==> src/rtl/mem_read_arbiter_pkg.sv <==
// Shared types and constants for the chunk-fill memory read arbiter.
// A burst covers exactly one SHA-256 chunk of memory words.
package mem_read_arbiter_pkg;

  localparam int DATA_W              = 32;
  localparam int BYTES_IN_CHUNK      = 64;
  localparam int MEM_WORD_BYTES      = DATA_W / 8;
  localparam int MEM_ARB_BURST_WORDS = BYTES_IN_CHUNK / MEM_WORD_BYTES;

  typedef enum logic {
    ARB   = 1'b0,
    GRANT = 1'b1
  } MemArbState;

endpackage

==> src/rtl/mem_read_arbiter_if.sv <==
// Requester and memory-side signals of the read arbiter.
// master = the arbiter itself, slave = the requesters plus the memory.
interface mem_read_arbiter_if #(
  parameter int NUM_REQ = 4
);
  import mem_read_arbiter_pkg::*;

  logic [NUM_REQ-1:0]             req_addr_vld;
  logic [NUM_REQ-1:0][DATA_W-1:0] req_addr;
  logic [NUM_REQ-1:0]             req_addr_rdy;
  logic [NUM_REQ-1:0]             req_data_vld;
  logic [DATA_W-1:0]              req_data;
  logic                           mem_addr_vld;
  logic [DATA_W-1:0]              mem_addr;
  logic                           mem_addr_rdy;
  logic                           mem_data_vld;
  logic [DATA_W-1:0]              mem_data;

  modport master (
    input  req_addr_vld, req_addr, mem_addr_rdy, mem_data_vld, mem_data,
    output req_addr_rdy, req_data_vld, req_data, mem_addr_vld, mem_addr
  );

  modport slave (
    output req_addr_vld, req_addr, mem_addr_rdy, mem_data_vld, mem_data,
    input  req_addr_rdy, req_data_vld, req_data, mem_addr_vld, mem_addr
  );

endinterface

==> src/rtl/mem_tag_fifo.sv <==
// Synchronous FIFO holding the requester id of each in-flight read.
// Storage is not reset; only pointers and occupancy are.
module mem_tag_fifo #(
  parameter int DEPTH = 8,
  parameter int WIDTH = 2
) (
  input  logic             clk,
  input  logic             rst,
  input  logic             push_i,
  input  logic [WIDTH-1:0] push_data_i,
  input  logic             pop_i,
  output logic [WIDTH-1:0] pop_data_o,
  output logic             full_o,
  output logic             empty_o
);

  localparam int PTR_W = $clog2(DEPTH);
  localparam int CNT_W = PTR_W + 1;

  logic [WIDTH-1:0] mem_q [DEPTH];
  logic [PTR_W-1:0] wr_ptr_q, wr_ptr_d, rd_ptr_q, rd_ptr_d;
  logic [CNT_W-1:0] cnt_q, cnt_d;
  logic             do_push, do_pop;

  assign full_o     = (cnt_q == CNT_W'(DEPTH));
  assign empty_o    = (cnt_q == '0);
  assign do_pop     = pop_i & ~empty_o;
  // A pop in the same cycle frees the slot the push needs.
  assign do_push    = push_i & (~full_o | do_pop);
  assign pop_data_o = mem_q[rd_ptr_q];

  always_comb begin
    wr_ptr_d = do_push ? wr_ptr_q + PTR_W'(1) : wr_ptr_q;
    rd_ptr_d = do_pop  ? rd_ptr_q + PTR_W'(1) : rd_ptr_q;
    cnt_d    = cnt_q;
    case ({do_push, do_pop})
      2'b10:   cnt_d = cnt_q + CNT_W'(1);
      2'b01:   cnt_d = cnt_q - CNT_W'(1);
      default: ;
    endcase
  end

  always_ff @(posedge clk or posedge rst) begin
    if (rst) begin
      wr_ptr_q <= '0;
      rd_ptr_q <= '0;
      cnt_q    <= '0;
    end else begin
      wr_ptr_q <= wr_ptr_d;
      rd_ptr_q <= rd_ptr_d;
      cnt_q    <= cnt_d;
    end
  end

  always_ff @(posedge clk) begin
    if (do_push) mem_q[wr_ptr_q] <= push_data_i;
  end

endmodule

==> src/rtl/mem_read_arbiter.sv <==
// Round-robin arbiter sharing one in-order memory read port between chunk
// processors; a tag FIFO steers each returning word to its requester.
module mem_read_arbiter
  import mem_read_arbiter_pkg::*;
#(
  parameter int NUM_REQ         = 4,
  parameter int MAX_OUTSTANDING = 8,
  parameter int BURST_WORDS     = MEM_ARB_BURST_WORDS
) (
  input  logic                clk,
  input  logic                rst,
  mem_read_arbiter_if.master  bus,
  output logic                busy,
  output logic                err
);

  localparam int ID_W  = (NUM_REQ > 1) ? $clog2(NUM_REQ) : 1;
  localparam int OUT_W = $clog2(MAX_OUTSTANDING) + 1;
  localparam int BC_W  = $clog2(BURST_WORDS + 1);

  MemArbState       state_q, state_d;
  logic [ID_W-1:0]  grant_q, grant_d, last_q, last_d;
  logic [BC_W-1:0]  burst_q, burst_d, burst_inc;
  logic [OUT_W-1:0] out_q, out_d;
  logic             err_q, err_d;
  logic             accept, pop, credit_ok;
  logic             fifo_full, fifo_empty;
  logic [ID_W-1:0]  fifo_head;

  // First requesting index strictly after `last`, wrapping around.
  function automatic logic [ID_W-1:0] rr_pick(input logic [NUM_REQ-1:0] vld,
                                              input logic [ID_W-1:0]    last);
    logic [ID_W-1:0] pick;
    logic [ID_W-1:0] idx;
    logic            found;
    pick  = '0;
    found = 1'b0;
    for (int i = 1; i <= NUM_REQ; i++) begin
      idx = ID_W'((int'(last) + i) % NUM_REQ);
      if (!found && vld[idx]) begin
        pick  = idx;
        found = 1'b1;
      end
    end
    return pick;
  endfunction

  assign credit_ok = (out_q < OUT_W'(MAX_OUTSTANDING)) & ~fifo_full;
  assign burst_inc = burst_q + BC_W'(1);

  always_comb begin
    state_d          = state_q;
    grant_d          = grant_q;
    last_d           = last_q;
    burst_d          = burst_q;
    accept           = 1'b0;
    bus.mem_addr_vld = 1'b0;
    bus.mem_addr     = '0;
    bus.req_addr_rdy = '0;
    case (state_q)
      ARB: begin
        if (|bus.req_addr_vld) begin
          grant_d = rr_pick(bus.req_addr_vld, last_q);
          burst_d = '0;
          state_d = GRANT;
        end
      end
      GRANT: begin
        bus.mem_addr_vld          = bus.req_addr_vld[grant_q] & credit_ok;
        bus.mem_addr              = bus.req_addr[grant_q];
        accept                    = bus.mem_addr_vld & bus.mem_addr_rdy;
        bus.req_addr_rdy[grant_q] = accept;
        if (accept) burst_d = burst_inc;
        // A credit stall keeps the grant; only a full burst or a dropped request ends it.
        if ((accept && (burst_inc == BC_W'(BURST_WORDS))) || !bus.req_addr_vld[grant_q]) begin
          state_d = ARB;
          last_d  = grant_q;
        end
      end
      default: state_d = ARB;
    endcase
  end

  assign pop          = bus.mem_data_vld & ~fifo_empty;
  assign bus.req_data = bus.mem_data;
  assign err_d        = err_q | (bus.mem_data_vld & fifo_empty);
  assign busy         = (state_q == GRANT) | (out_q != '0);
  assign err          = err_q;

  always_comb begin
    bus.req_data_vld = '0;
    if (pop) bus.req_data_vld[fifo_head] = 1'b1;
  end

  always_comb begin
    out_d = out_q;
    case ({accept, pop})
      2'b10:   out_d = out_q + OUT_W'(1);
      2'b01:   out_d = out_q - OUT_W'(1);
      default: ;
    endcase
  end

  always_ff @(posedge clk or posedge rst) begin
    if (rst) begin
      state_q <= ARB;
      grant_q <= '0;
      last_q  <= ID_W'(NUM_REQ - 1);
      burst_q <= '0;
      out_q   <= '0;
      err_q   <= 1'b0;
    end else begin
      state_q <= state_d;
      grant_q <= grant_d;
      last_q  <= last_d;
      burst_q <= burst_d;
      out_q   <= out_d;
      err_q   <= err_d;
    end
  end

  mem_tag_fifo #(
    .DEPTH (MAX_OUTSTANDING),
    .WIDTH (ID_W)
  ) u_tag_fifo (
    .clk         (clk),
    .rst         (rst),
    .push_i      (accept),
    .push_data_i (grant_q),
    .pop_i       (pop),
    .pop_data_o  (fifo_head),
    .full_o      (fifo_full),
    .empty_o     (fifo_empty)
  );

endmodule

==> src/flat_wrapper.sv <==
// flat-port wrapper written by rule: the top's interface ports become plain ports
module mem_read_arbiter_flat import mem_read_arbiter_pkg::*;
#(
  parameter int NUM_REQ         = 4,
  parameter int MAX_OUTSTANDING = 8,
  parameter int BURST_WORDS     = MEM_ARB_BURST_WORDS
)
  (clk, rst, busy, err, bus_req_addr_vld, bus_req_addr, bus_mem_addr_rdy, bus_mem_data_vld, bus_mem_data, bus_req_addr_rdy, bus_req_data_vld, bus_req_data, bus_mem_addr_vld, bus_mem_addr);
  mem_read_arbiter_if #(.NUM_REQ(NUM_REQ)) bus_i ();
  input  logic clk;
  input  logic rst;
  output logic busy;
  output logic err;
  input wire logic [$bits(bus_i.req_addr_vld)-1:0] bus_req_addr_vld;
  input wire logic [$bits(bus_i.req_addr)-1:0] bus_req_addr;
  input wire logic [$bits(bus_i.mem_addr_rdy)-1:0] bus_mem_addr_rdy;
  input wire logic [$bits(bus_i.mem_data_vld)-1:0] bus_mem_data_vld;
  input wire logic [$bits(bus_i.mem_data)-1:0] bus_mem_data;
  output wire logic [$bits(bus_i.req_addr_rdy)-1:0] bus_req_addr_rdy;
  output wire logic [$bits(bus_i.req_data_vld)-1:0] bus_req_data_vld;
  output wire logic [$bits(bus_i.req_data)-1:0] bus_req_data;
  output wire logic [$bits(bus_i.mem_addr_vld)-1:0] bus_mem_addr_vld;
  output wire logic [$bits(bus_i.mem_addr)-1:0] bus_mem_addr;
  assign bus_i.req_addr_vld = bus_req_addr_vld;
  assign bus_i.req_addr = bus_req_addr;
  assign bus_i.mem_addr_rdy = bus_mem_addr_rdy;
  assign bus_i.mem_data_vld = bus_mem_data_vld;
  assign bus_i.mem_data = bus_mem_data;
  assign bus_req_addr_rdy = bus_i.req_addr_rdy;
  assign bus_req_data_vld = bus_i.req_data_vld;
  assign bus_req_data = bus_i.req_data;
  assign bus_mem_addr_vld = bus_i.mem_addr_vld;
  assign bus_mem_addr = bus_i.mem_addr;
  mem_read_arbiter #(.NUM_REQ(NUM_REQ), .MAX_OUTSTANDING(MAX_OUTSTANDING), .BURST_WORDS(BURST_WORDS)) u_core (.clk(clk), .rst(rst), .bus(bus_i), .busy(busy), .err(err));
endmodule
==> config.mk <==
export PLATFORM = sky130hd
export DESIGN_NAME = mem_read_arbiter_flat
export DESIGN_NICKNAME = d
export VERILOG_FILES = /design/src/rtl/mem_read_arbiter_pkg.sv /design/src/rtl/mem_read_arbiter_if.sv /design/src/rtl/mem_tag_fifo.sv /design/src/rtl/mem_read_arbiter.sv /design/src/flat_wrapper.sv
export SDC_FILE = /design/constraint.sdc
export NUM_CORES = 1
export LEC_CHECK = 0
export ABC_CLOCK_PERIOD_IN_PS = 3730
export BUFFER_PORTS_ARGS = -buffer_cell sky130_fd_sc_hd__buf_2
export CAP_MARGIN = 20
export CORE_UTILIZATION = 40
export CTS_BUF_LIST = sky130_fd_sc_hd__clkbuf_8 sky130_fd_sc_hd__clkbuf_16
export CTS_CLUSTER_DIAMETER = 40
export DETAILED_ROUTE_END_ITERATION = 8
export PLACE_DENSITY = 0.82
export SYNTH_ARGS = -nofsm -noshare
export SYNTH_HDL_FRONTEND = slang
export SYNTH_SLANG_ARGS = --single-unit
==> constraint.sdc <==
create_clock -name clk -period 3.73 [get_ports clk]
set_input_delay 0.746 -clock clk [delete_from_list [all_inputs] [get_ports clk]]
set_output_delay 0.746 -clock clk [all_outputs]
set_load 0.005 [all_outputs]
# --- Word level (Yosys, flattened, before mapping) ---
# Memories as Yosys holds them, arrays and structs flattened.
# Cells that the tools add are included.
classes:
  add_sub_neg: 11
  multipliers: 0
  div: 0
  order_cmp: 9
  n_eq_ne: 8
  shift: 0
  mux: 44
  bitwise_logic: 14
  reduce_logical: 19
op_table:
  columns: ["cell", "count"]
  rows:
  - ["$bmux 32 s2", 1]
  - ["$mux 32", 2]
  - ["$mux 1", 22]
  - ["$lt 2x3->1 const B", 6]
  - ["$pmux 4 s2", 2]
  - ["$bmux 1 s2", 5]
  - ["$mux 5", 2]
  - ["$pmux 5 s2", 1]
  - ["$add 4x1->4 const B", 2]
  - ["$mux 2", 4]
  - ["$mux 4", 2]
  - ["$sub 4x1->4 const B", 2]
  - ["$and 1x1->1", 7]
  - ["$add 3x1->3 const B", 2]
  - ["$logic_and 1x1->1", 6]
  - ["$reduce_and 2->1", 3]
  - ["$add 5x1->5 const B", 1]
  - ["$eq 5x5->1 const B", 1]
  - ["$add 2x1->2 const B", 2]
  - ["$add 2x2->2 const B", 2]
  - ["$and 4x4->4", 1]
  - ["$demux 1 s2", 2]
  - ["$eq 2x1->1 const B", 2]
  - ["$eq 2x2->1 const B", 2]
  - ["14 further kinds", 23]
word_totals:
  reg_bits: 25
  latch_bits: 0
  mem_bits_rw: 16
  romBits: 0
  input_bits: 168
  out_inout_bits: 75
  elab_cells: 115
  mem_count: 1
memory_table:
  columns: ["name", "depth", "word_bits", "rd", "rd_ports_with_merged_regs", "wr", "line", "source"]
  rows:
  - ["u_core.u_tag_fifo.mem_q", 8, 2, 1, 0, 1, "mem_tag_fifo.sv:20", "logic [WIDTH-1:0] mem_q [DEPTH];"]

# --- Logic depth before layout (Yosys ltp) ---
depth:
  ltp_word: 19
  ltp_mapped: 14
  mapped_depth_nobuf: 11

# --- Hierarchy ---
# From an unflattened synthesis, not the netlist that was laid out.
unflattened:
  hier_cells: 304
  hier_area_um2: 3494.6
by_module_without_submodules:
  columns: ["module", "instances", "cells_per_inst", "area_each_um2", "seq_area_each_um2"]
  rows:
  - ["mem_read_arbiter", 1, 209, 2214.6, 377.9]
  - ["mem_tag_fifo", 1, 95, 1280.0, 730.7]

# --- Worst setup path after synthesis ---
# Ideal clock, no wire load.
synth_timing:
  path_type: "input port to flip-flop"
  from: "input bus_req_addr_vld[3]"
  to: "register u_core.u_tag_fifo.cnt_q[2]"
  setup_ns: 0.125
  arrival_ns: 2.613
  t_required_ns: 3.605
  setup_slack_ns: 0.991
  stages: 13
  n_path_buf: 2
  path_cell_list: "mux4_2 nand2_2 nor2b_2 buf_6 inv_8 buf_8 ha_1 xor2_1 ha_1 a21oi_1 xor2_1 nor2_1 xor2_1"
synth_via:
  elab_chain_len: 8
  word_cells_on_any_way: 10
  classes_between: "eq/ne (2); mux (4); bitwise (3); reduce/logical (1)"
synth_lines:
  columns: ["item", "line", "source"]
  rows:
  - ["from (decl)", "flat_wrapper.sv:14", "input wire logic [$bits(bus_i.req_addr_vld)-1:0] bus_req_addr_vld;"]
  - ["$bmux 1 s2 (*)", "mem_read_arbiter.sv:69", "bus.mem_addr_vld = bus.req_addr_vld[grant_q] & credit_ok;"]
  - ["$mux 1 (implied by the code) (*)", "mem_read_arbiter.sv:69", null]
  - ["$and 1x1->1 (*)", "mem_read_arbiter.sv:69", null]
  - ["$and 1x1->1 (*)", "mem_read_arbiter.sv:71", "accept = bus.mem_addr_vld & bus.mem_addr_rdy;"]
  - ["$mux 1 (*)", "mem_read_arbiter.sv:60", "case (state_q)"]
  - ["$and 1x1->1 (*)", "mem_tag_fifo.sv:29", "assign do_push = push_i & (~full_o | do_pop);"]
  - ["$eq 2x1->1 / $eq 2x2->1 (equally long branches)", "mem_tag_fifo.sv:36", "case ({do_push, do_pop})"]
  - ["$pmux 4 s2 / $reduce_bool 2->1 (equally long branches)", null, null]
  - ["to (signal assigned)", "mem_tag_fifo.sv:51", "cnt_q <= cnt_d;"]
  - ["to (decl)", "mem_tag_fifo.sv:22", "logic [CNT_W-1:0] cnt_q, cnt_d;"]
# Every way passes the cells marked *; elsewhere a longest branch is shown, timed or not. The select of a mux whose other input is x is not followed.
# A chain may end at the register's enable or synchronous reset.

# --- Final worst setup path ---
layout_timing:
  from: "register u_core.grant_q[0]"
  to: "output bus_mem_addr[12]"
layout_via:
  elab_chain_len: 3
layout_lines:
  columns: ["item", "line", "source"]
  rows:
  - ["from (decl)", "mem_read_arbiter.sv:22", "logic [ID_W-1:0] grant_q, grant_d, last_q, last_d;"]
  - ["from (signal assigned)", "mem_read_arbiter.sv:114", "grant_q <= grant_d;"]
  - ["$bmux 32 s2", "mem_read_arbiter.sv:70", "bus.mem_addr = bus.req_addr[grant_q];"]
  - ["$mux 32 (implied by the code)", "mem_read_arbiter.sv:70", null]
  - ["$mux 32", "mem_read_arbiter.sv:60", null]
  - ["to (decl)", "flat_wrapper.sv:23", "output wire logic [$bits(bus_i.mem_addr)-1:0] bus_mem_addr;"]
# No other way between the ends. The select of a mux whose other input is x is not followed.

==> impl_summary.md <==
Timing
In the final timing run, aggregate negative setup slack is 0 ns. Setup violations remaining at the end of the flow were counted as 0. The worst relative slew slack is 0.518.

Setup repair after global routing left no endpoint under its margin. Derived from the worst setup path, the maximum achievable clock frequency is 336 MHz. The final count of pins violating max slew is 0. Clock skew on the completed layout was measured at 0.0134 ns. The number of failing hold endpoints at the final stage came to 0. The worst setup slack after layout is 0.754 ns.

The clock period could shrink to 2.98 ns. The final clock period utilization by the worst path is 0.798. At the pin with the least slew margin, the transition time is 0.723 ns.

Placement
The congestion estimate from routability-driven global placement came to 0.864. Timing analysis after detailed placement gives a worst setup slack of 0.633 ns. Detailed placement ended at an HPWL of 7630 um. During placement, the flow inserted port buffers numbering 178.

Die
The floorplan step defined a die boundary enclosing 8850 um^2. The initial standard-cell utilization of the core is 0.413. In this run the core area contains 33 standard-cell rows. The placeable core region is 8220 um^2. For this design the top-level I/O count stands at 243.

The die span in x is 94.1 um. The height of the die is 94.1 um.

Global route
The met3 track utilization from global routing is 0.0396. The busiest layer in global routing is met2. The global-route wire length before repair is 13200 um. For this run, global-route usage on met1 was measured as 0.231. For this run the aggregate overflow at the end of global routing stands at 0.

For met2 alone, demand over resource in global routing was 0.353. The initial antenna violation count was 3. The number of global-route vias before repair came to 2678. Across every metal layer, demand over resource in global routing totals 0.201.

The largest net degree at the start of global routing is 47.

Setup path
The critical path runs through a total of 4 cells. The setup path with the least slack is of type reg2out. The number of cell instances on the worst register-to-register path is 11. The number of buffers and inverters on the critical path is 2. The worst stage delay on the critical path is 0.58 ns. The startpoint of the worst register-to-register path is u_core.u_tag_fifo.cnt_q[1].

The endpoint type of the worst setup path is a primary output. The first element of the critical path is u_core.grant_q[0]. Following the worst setup path forward leads to its endpoint at bus_mem_addr[12]. The endpoint of the worst register-to-register path is u_core.out_q[2].

For flop-to-flop paths, the worst setup slack is 0.88 ns. The largest fanout on the critical path is 44. At the worst endpoint, the required time is 2.98 ns. The critical path launch point type is a flip-flop.

On the critical path the largest part of the delay comes from buffers and inverters. Traced cell by cell, the critical path runs through buf_4 > mux4_2 > and2_1 > buf_2. The slowest stage of the critical path is the buf_4 cell.

Data arrives at the worst endpoint at 2.23 ns.

Logic synthesis
The synthesized area per cell is 11.7 um^2. The number of library cell types mapped by synthesis is 47. Sorting the synthesized cells by area gives the leading types as mux4_2 25%, dfrtp_1 17%, edfxtp_1 14%. During synthesis, Yosys emitted a total of 0 warnings.

The sequential share of the synthesized area is 0.327. Summed over all instances, the cell type with the most area after synthesis is mux4_2. The summed instance area of the synthesized netlist is 3390 um^2. The post-synth net total is 468. The cell count after synthesis is 290. The total of flip-flops plus latches after synthesis is 41.

The proportion of netlist area held by the largest area contributor is 0.246.

Worst hold path
The type of the most critical hold path is in2async.

Clock tree
The number of hold buffers added after CTS was 0. The post-CTS setup buffer count is 0. The tree built by TritonCTS fans out to 41 sinks.

The CTS tree is built. The maximum buffer depth of the clock tree is 2. The clock-pin slew on the worst setup and hold paths is 0.09 ns.

The number of gates resized after cts is 0. The total CTS buffers is 5. Clock latency on the worst-skew pair, taken at its later pin, is 0.30 ns. Clock tree synthesis selected as its root buffer the cell clkbuf_8. The H-tree was split into 2 levels.

Routing
The first routing iteration left 92 violations. The number of design rule violations left after detail routing is 0. The routed wire length is 9320 um.

Dividing the detail-routed wire length by the instance count gives 17.3 um. Detailed routing inserted a total of 2852 vias. The antenna violation net count after detailed routing is 0. The first TritonRoute pass finished after 4 iterations. Dividing the detail-routed via count by the number of cells gives 5.29.

Power
The maximum vdd drop is 0.000455 V. The leakage power of the design is 0.00197 uW. The cell area power density is 644 nW/um^2.

Layout
The area overhead of the layout relative to synthesis is 24.8%. In the final layout, the share of cells above drive strength 1 is 0.566. After the last flow step, the layout net total stands at 608.

Flow run
Across the run, the number of max-cap violations was 0.

Run status
The flow ran to the end, and the final reports show no timing, DRC or antenna violations.
metrics by stage:
stage               instances   util  cell area (um^2)  total power, uW  hold WS, ns
CTS                       535  0.511              4200             2740        0.456
finish                    539  0.515              4230             2720        0.430
floorplan                 290      -              3390             1980        0.451
global placement          527  0.499              4100             2360        0.441
global route              539  0.515              4230             2940        0.464
detailed placement        527  0.499              4100             2440        0.438
sequential cells by signal, indices dropped and copies added (netlist names):
name,count
u_core.last_q,2
u_core.state_q,1
u_core.out_q,4
u_core.u_tag_fifo.rd_ptr_q,3
u_core.burst_q,5
u_core.u_tag_fifo.wr_ptr_q,3
u_core.u_tag_fifo.cnt_q,4
u_core.err,1
u_core.grant_q,2
u_core.u_tag_fifo.mem_q,16
metal layers:
metal  up-vias  share of wire  wire length (um)
met5         -              0                 0
met4         0          0.033               305
met3        14          0.056               524
met2       124           0.54              4990
met1      1395           0.38              3500
li1       1319              -                 -
where the power goes:
| group | switching (uW) | leakage, uW | internal [uW] |
|---|---|---|---|
| combinational | 737 | 0.00147 | 886 |
| sequential | 165 | 0.000443 | 629 |
| clock | 158 | 0.0000512 | 150 |
| total | 1060 | 0.00197 | 1660 |
synth_stat cells (all sizes together):
cell type  count
nor4bb         1
nand2         17
nor3          10
buf           41
nor2b          4
edfxtp        16
nand4bb        1
nor2          11
nor4b          1
and3b          1
clkbuf         9
a21o           2
nor4           3
and3           3
inv            5
a22oi          1
a211oi         2
or2            2
nand3b         3
o2111a         1
o31ai          1
nand2b         4
mux4          37
mux2           5
nand3          5
mux2i          4
a21oi          5
xor2          11
nand4          1
nor3b          2
dfstp          2
ha            10
xnor2          6
and2          32
dfrtp         23
a31oi          2
o21ai          6
area by class of cell:
type,count,area [um^2]
Fill cell,738,3990
Multi-Input combinational cell,194,1910
Sequential cell,41,1110
Timing Repair Buffer,183,948
Tap cell,105,131
Clock buffer,6,82.6
Inverter,5,26.3
Clock inverter,2,13.8
Antenna cell,3,7.51
cells by family (layout without fill, tap and decap cells):
| family | count (synthesis) | after routing | synth area share |
|---|---|---|---|
| AO/OA/AOI/OAI | 20 | 20 | 0.0376 |
| XOR/XNOR | 17 | 17 | 0.0439 |
| adder cells (fa/ha/maj) | 10 | 10 | 0.0369 |
| buffers and inverters | 55 | 196 | 0.109 |
| flip-flops | 41 | 41 | 0.327 |
| multiplexers | 46 | 46 | 0.274 |
| other | 0 | 3 | 0 |
| AND/OR/NAND/NOR | 101 | 101 | 0.171 |
worst min path at each step:
| stage | end | cells after the start | slack (ns) | from |
|---|---|---|---|---|
| after floorplan | u_core.err | 1 | 0.45 | u_core.err |
| after global placement | u_core.err | 1 | 0.44 | u_core.err |
| after detailed placement | u_core.err | 1 | 0.44 | u_core.err |
| after CTS | u_core.err | 1 | 0.46 | u_core.err |
| after global routing | u_core.out_q[0] | 2 | 0.46 | rst |
| final | u_core.out_q[0] | 2 | 0.43 | rst |
cells in the final DEF (no fill, tap or decap), types with 3 or more instances in the layout:
cell and instances:
nor2_1 11, nor3_1 10, buf_4 4, mux2_2 5, dfrtp_1 22, nand3b_1 3
and3_1 3, nand3_1 4, xnor2_1 6, ha_1 10, clkbuf_8 6, xor2_1 11
nor2b_1 3, edfxtp_1 16, and2_1 32, buf_2 178, nand2_1 16, inv_1 4
o21ai_0 5, a21oi_1 5, mux4_2 37, nand2b_1 4, mux2i_1 4, diode_2 3
No activity file was read; power rests on OpenSTA's default activity.
